File: src/rtl/mux_scan_ctrl.sv
// Clocked scanner for an external 8:1 mux: steps the select through channels 0..7,
// samples a1 after DWELL settle cycles per channel and offers the snapshot over valid/ready.
module mux_scan_ctrl #(
    parameter int DWELL = 2
) (
    input  logic       clk,
    input  logic       rst_n,
    input  logic       start,
    input  logic       a1,
    input  logic       ready,
    output logic       s1,
    output logic       s2,
    output logic       s3,
    output logic [7:0] data,
    output logic       valid,
    output logic       busy
);

    localparam int CW = (DWELL > 2) ? $clog2(DWELL) : 1;
    localparam logic [CW-1:0] CNT_LOAD = CW'(DWELL - 1);

    typedef enum logic [1:0] {
        IDLE,
        SETTLE,
        HOLD
    } state_t;

    state_t        state, state_d;
    logic [2:0]    chan, chan_d;
    logic [2:0]    sel, sel_d;
    logic [CW-1:0] cnt, cnt_d;
    logic [7:0]    shadow, shadow_d;
    logic [7:0]    data_d;
    logic          valid_d;

    always_ff @(posedge clk or negedge rst_n) begin
        if (!rst_n) begin
            state  <= IDLE;
            chan   <= 3'd0;
            sel    <= 3'd0;
            cnt    <= '0;
            shadow <= 8'd0;
            data   <= 8'd0;
            valid  <= 1'b0;
        end else begin
            state  <= state_d;
            chan   <= chan_d;
            sel    <= sel_d;
            cnt    <= cnt_d;
            shadow <= shadow_d;
            data   <= data_d;
            valid  <= valid_d;
        end
    end

    always_comb begin
        state_d  = state;
        chan_d   = chan;
        cnt_d    = cnt;
        shadow_d = shadow;
        data_d   = data;
        valid_d  = valid;

        case (state)
            IDLE: begin
                if (start) begin
                    state_d  = SETTLE;
                    chan_d   = 3'd0;
                    cnt_d    = CNT_LOAD;
                    shadow_d = 8'd0;
                end
            end

            SETTLE: begin
                if (cnt != '0) begin
                    cnt_d = cnt - 1'b1;
                end else begin
                    shadow_d[chan] = a1;
                    if (chan != 3'd7) begin
                        chan_d = chan + 3'd1;
                        cnt_d  = CNT_LOAD;
                    end else begin
                        // Last channel goes straight into data so the snapshot is presented this edge.
                        data_d  = shadow_d;
                        valid_d = 1'b1;
                        state_d = HOLD;
                    end
                end
            end

            HOLD: begin
                if (ready) begin
                    valid_d = 1'b0;
                    if (start) begin
                        state_d  = SETTLE;
                        chan_d   = 3'd0;
                        cnt_d    = CNT_LOAD;
                        shadow_d = 8'd0;
                    end else begin
                        state_d = IDLE;
                    end
                end
            end

            default: begin
                state_d = IDLE;
            end
        endcase

        // Select register follows the channel that will be active after this edge.
        sel_d = (state_d == SETTLE) ? chan_d : 3'd0;
    end

    assign {s1, s2, s3} = sel;
    assign busy         = (state == SETTLE);

endmodule

File: config.mk
export PLATFORM = sky130hd
export DESIGN_NAME = mux_scan_ctrl
export DESIGN_NICKNAME = d
export VERILOG_FILES = /design/src/rtl/mux_scan_ctrl.sv
export SDC_FILE = /design/constraint.sdc
export NUM_CORES = 1
export LEC_CHECK = 0
export BUFFER_PORTS_ARGS = -buffer_cell sky130_fd_sc_hd__buf_2
export CAP_MARGIN = 15
export CORE_MARGIN = 4
export CORE_UTILIZATION = 50
export DETAILED_ROUTE_END_ITERATION = 8
export GPL_TIMING_DRIVEN = 0
export PLACE_DENSITY = 0.73
export SLEW_MARGIN = 25
export SYNTH_ARGS = -nofsm -noshare
export SYNTH_HDL_FRONTEND = slang
export SYNTH_SLANG_ARGS = --single-unit
File: constraint.sdc
create_clock -name clk -period 1.54 [get_ports clk]
set_input_delay 0.308 -clock clk [delete_from_list [all_inputs] [get_ports clk]]
set_output_delay 0.308 -clock clk [all_outputs]
set_load 0.05 [all_outputs]
# Yosys cells after proc, flatten, opt, wreduce, memory -nomap -nowiden
# Index checks and enable logic that the tools add are counted.
totals:
  reg_bits: 26
  in_bits: 5
  output_inout_bits: 13
  wordCells: 56
classes:
  addsub: 2
  n_lt_le_gt_ge: 2
  n_eq_ne: 7
  n_mux: 28
  n_bitwise: 2
  reduce_logical: 8
ops:
  columns: ["cell", "count"]
  rows:
  - ["8-bit 2-to-1 mux", 3]
  - ["8-bit case mux with 3 select lines", 1]
  - ["3-bit 2-to-1 mux", 5]
  - ["1-bit 2-to-1 mux", 9]
  - ["3-bit case mux with 3 select lines", 1]
  - ["8-bit bitwise mux", 1]
  - ["2-bit 2-to-1 mux", 4]
  - ["2-bit inequality test (second input constant)", 3]
  - ["2-bit case mux with 3 select lines", 1]
  - ["3-bit AND reduction", 2]
  - ["2-bit by 1-bit == test with 1-bit output (second input constant)", 2]
  - ["3-bit by 4-bit < comparator with 1-bit output (second input constant)", 1]
  - ["4-bit AND reduction", 1]
  - ["3-bit by 1-bit adder with 3-bit output (second input constant)", 1]
  - ["1-bit demux with 3-bit select", 1]
  - ["3-bit by 1-bit >= comparator with 1-bit output (second input constant)", 1]
  - ["3-bit inequality test (second input constant)", 1]
  - ["1-bit case mux with 3 select lines", 1]
  - ["3-bit nonzero test", 1]
  - ["2-bit == test (second input constant)", 1]
  - ["2-bit zero test", 1]
  - ["1-bit NOT", 2]
  - ["1-bit case mux with 2 select lines", 1]
  - ["2-bit AND reduction", 1]
  - ["other kinds (3)", 3]

# Logic depth before layout (Yosys ltp)
logic_depth:
  depth_word: 7
  mapped_depth: 6

# Least setup slack after synthesis
# OpenSTA, ideal clock, no wires.
synth_path:
  path_type: "reg2reg"
  startpoint: "register state[1]"
  endpoint: "register sel[0]"
  setup_time_ps: 99
  arrival_time_ps: 1536
  t_required_ps: 1441
  slack_ps: -96
  stages_incl_launch_ff: 6
  period_less_slack_ps: 1636
  cell_sequence: "dfrtp_1 buf_6 or3b_1 buf_2 or3_1 a311oi_1"
synth_between:
  elab_chain_cells: 5
  elab_cells_between_ends: 11
  classes_between: "3 x eq/ne; 7 x mux; 1 x reduce/logical"
synth_lines:
  columns: ["item", "line_no", "source"]
  rows:
  - ["from (decl)", "28", "state_t state, state_d;"]
  - ["from (signal assigned)", "46", "state <= state_d;"]
  - ["2-bit 2-to-1 mux", "79", "if (chan != 3'd7) begin"]
  - ["2-bit 2-to-1 mux", "75", "if (cnt != '0) begin"]
  - ["2-bit case mux with 3 select lines", "64", "case (state)"]
  - ["2-bit by 1-bit == test with 1-bit output", "111", "sel_d = (state_d == SETTLE) ? chan_d : 3'd0;"]
  - ["3-bit 2-to-1 mux (*)", "111", null]
  - ["named net sel_d[0]", "30", "logic [2:0] sel, sel_d;"]
  - ["to (signal assigned)", "48", "sel <= sel_d;"]
  - ["to (decl)", "30", null]
# Mark *: on every way through the listed nets, which the timed path passes. The rest lies on a longest branch.
# A chain may end at the register's enable or synchronous reset.

# Final worst setup path
layout_path:
  startpoint: "register chan[0]"
  endpoint: "register sel[0]"
layout_between:
  elab_chain_cells: 6
  elab_cells_between_ends: 12
  classes_between: "1 x add/sub; 2 x eq/ne; 9 x mux"
layout_lines:
  columns: ["item", "line_no", "source"]
  rows:
  - ["from (decl)", "29", "logic [2:0] chan, chan_d;"]
  - ["from (signal assigned)", "47", "chan <= chan_d;"]
  - ["branches (longest 5 deep; another with 3-bit by 1-bit adder with 3-bit output)", null, null]
  - ["3-bit 2-to-1 mux (*)", "111", null]
  - ["named net sel_d[0]", "30", null]
# Mark *: on every way through the listed nets, which the timed path passes.

==> key figures <==
Place
  • Dpl hpwl: 1800 µm
  • RePlAce Congestion: 0.874
  • Pre-CTS WS: -0.177 ns
  • DP Area: 1380 µm²
  • IO buf count: 16

Global route
  • Largest net degree at the start of global routing: 27
  • GRT Residual Overflow: 0
  • Initial antenna violation count: 0
  • GRT Total Usage: 0.174
  • Vias in the first global route: 946
  • First-pass GRT wire length: 4510 µm

Power
  • VDD IR max: 1.36 mV
  • Pwr/cell area: 2370 nW/µm²
  • Leak: 0.670 nW

Drt
  • Vias per Instance: 5.83
  • Post-DRT Antenna Nets: 0
  • Via Count: 1015
  • Routed wire length: 2760 µm
  • Detailed-route DRC error count: 0
  • Routed len/inst: 15.9 µm
  • DRT Pass-1 Iters: 4
  • Drt initial violations: 13

STA
  • Fin crit period: 1.57 ns
  • Slew headroom: 0.613
  • Tcrit/Tclk final: 1.02
  • RSZ-0062 raised after global routing: true
  • F_max: 636 MHz
  • Setup violators final: 1
  • Slew @ Worst Pin: 0.580 ns
  • Fin Clk Skew: 0.00251 ns
  • Final Max Slew Viols: 0
  • Final Hold Fails: 0
  • Worst setup margin: -0.0316 ns

Worst setup path
  • Critical path's slowest cell: dfrtp_1
  • Crit path DAT: 1.81 ns
  • Crit-path max FO: 5
  • Critical Path End Type: flop
  • Crit Path Category: reg2reg
  • Req. time, crit path: 1.78 ns
  • Max incr delay on CP: 0.43 ns
  • CP Cell Sequence: ha_2 > and2_2 > or3_4 > a311oi_2
  • Crit start category: flop
  • WP buf/inv: 0
  • CP top delay family: simple AND/OR/NAND/NOR gates
  • R2r setup slk: -0.03 ns

Clock tree
  • Root buffer cell: clkbuf_4
  • CTS tree: yes
  • Cts bufs inserted: 3
  • Clk sinks: 26
  • Worst skew pair latency: 0.32 ns
  • CTS max path bufs: 2
  • H-tree depth: 1
  • Clk pin slew, worst setup/hold paths: 0.13 ns

Logic synthesis
  • Number of synthesized flops with an enable pin: 0
  • Sequential-to-total area share from yosys stat: 0.519
  • Seq cells post-synth: 26
  • Post-Synthesis Cells: 121
  • Post-synthesis cell area: 1250 µm²
  • Synth Flop Type: dfrtp_1
  • Library cells used by synthesis: 29
  • Net count after synthesis: 127
  • FFs w/ async S/R, synth: 1.00
  • Syn Area/Cell: 10.4 µm²
  • Synth warnings: 0

Floorplanning
  • Row count: 17
  • Width of the chip: 58.1 µm
  • Core Footprint: 2300 µm²
  • Initial Utilization: 0.545
  • Ports: 18
  • Die Height: 58.1 µm
  • Die ar.: 3370 µm²

Outcome
  • Run status: finished, violations left
  • Failing checks: negative setup slack

Finish
  • Share of layout cells above drive strength 1: 0.295
  • Synth-to-layout area growth: 20.3%
  • Final instance area: 1510 µm²
  • ANT cells: 0
  • Final nets: 154

Flow run
  • Maxcap violations: 0

Worst hold path
  • Worst Hold Class: in2reg
sequential cells by signal, indices dropped and copies added (netlist names):
name / flops
chan: 3
valid: 1
state: 2
data: 8
sel: 3
shadow: 8
cnt: 1
worst paths after layout:
| kind | startpoint | end | cells past startpoint |
|---|---|---|---|
| max in group asynchronous | rst_n | state[1] | 2 |
| setup reg to reg | chan[0] | sel[0] | 4 |
| setup / recovery | chan[0] | sel[0] | 4 |
| hold reg to reg | valid | valid | 2 |
| hold / removal | ready | valid | 4 |
| min in group asynchronous | rst_n | data[4] | 2 |
cell families (layout without fill, tap and decap cells):
logic type,count (synthesis),after routing,share of synthesized area
AO/OA/AOI/OAI,35,35,0.177
XOR/XNOR,1,1,0.00699
adder cells (fa/ha/maj),1,1,0.00999
buffers and inverters,17,42,0.0579
flip-flops,26,26,0.519
multiplexers,8,8,0.0639
AND/OR/NAND/NOR,33,33,0.165
synth_stat cells, types with 2 or more instances:
library cell	count	area [µm²]
nand3_1	4	20.0
o21ai_1	5	25.0
nand2_1	4	15.0
a311oi_1	2	17.5
and2_1	3	18.8
mux2i_1	8	80.1
nor3b_1	4	30.0
clkbuf_1	6	22.5
o211ai_1	2	15.0
nand2b_1	4	25.0
nand3b_1	7	52.6
dfrtp_1	26	651
nor2b_1	2	12.5
o21ai_0	12	60.1
o32ai_1	8	70.1
a21oi_1	4	20.0
inv_1	8	30.0
report_power, final:
group / total (W) / internal, W / switching, W
combinational: 0.00215 / 0.000774 / 0.00138
sequential: 0.00113 / 0.000981 / 0.000144
clock: 0.000286 / 0.0000917 / 0.000194
total: 0.00356 / 0.00185 / 0.00172
timing repair:
| item | CTS | global route |
|---|---|---|
| endpoints found under the setup margin | 24 | 19 |
| hold buffers | 1 | 0 |
| resized for setup | 10 | 19 |
| pin swaps | 1 | 3 |
| buffers inserted | 4 | 4 |
| endpoints found under the hold margin | 26 | 0 |
area by class of cell:
type | instances | area (µm²)
fill | 193 | 791
tap | 28 | 35.0
multi-input combinational | 78 | 569
sequential | 26 | 652
buffer | 6 | 37.5
timing repair buffer | 25 | 160
clock buffer | 3 | 22.5
inverter | 8 | 30.0
through the flow:
step | hold WS [ns] | util | total power, W | TNS (ns) | instances
5_1_grt | 0.336 | 0.656 | 0.00379 | -0.139 | 174
3_3_place_gp | 0.330 | 0.599 | 0.00300 | -1.70 | 165
3_5_place_dp | 0.343 | 0.599 | 0.00304 | -2.19 | 165
4_1_cts | 0.279 | 0.637 | 0.00346 | -0.286 | 172
2_1_floorplan | 0.0124 | - | 0.00261 | -0.0724 | 121
6_report | 0.279 | 0.656 | 0.00356 | -0.0316 | 174
tightest hold or removal path: cells and delay by family:
kind	cells	cell delay (ns)
buf+inv	1	0.09
simple gates	3	0.18
per-layer routing:
layer / part of all wire / GRT usage / up-vias
li1: - / - / 490
met3: 0.026 / 0.0200 / 4
met2: 0.51 / 0.289 / 12
met1: 0.45 / 0.231 / 509
met5: 0 / 0 / -
met4: 0.011 / 0.0695 / 0
cells in the final DEF, fill, tap and decap left out, types with 2 or more instances in the layout:
| cell type | netlist | routed |
|---|---|---|
| buf_2 | 1 | 15 |
| nor3b_1 | 4 | 3 |
| o32ai_1 | 8 | 8 |
| nand3b_1 | 7 | 7 |
| dfrtp_1 | 26 | 25 |
| a21oi_1 | 4 | 3 |
| and2_1 | 3 | 2 |
| clkbuf_4 | 0 | 4 |
| nand3_1 | 4 | 4 |
| nand2_1 | 4 | 3 |
| inv_1 | 8 | 8 |
| o21ai_1 | 5 | 6 |
| buf_4 | 0 | 8 |
| o211ai_1 | 2 | 2 |
| nand2b_1 | 4 | 4 |
| o21ai_0 | 12 | 10 |
| mux2i_1 | 8 | 8 |
| clkbuf_2 | 0 | 3 |
Note: power is estimated with default switching activity, not from simulation.
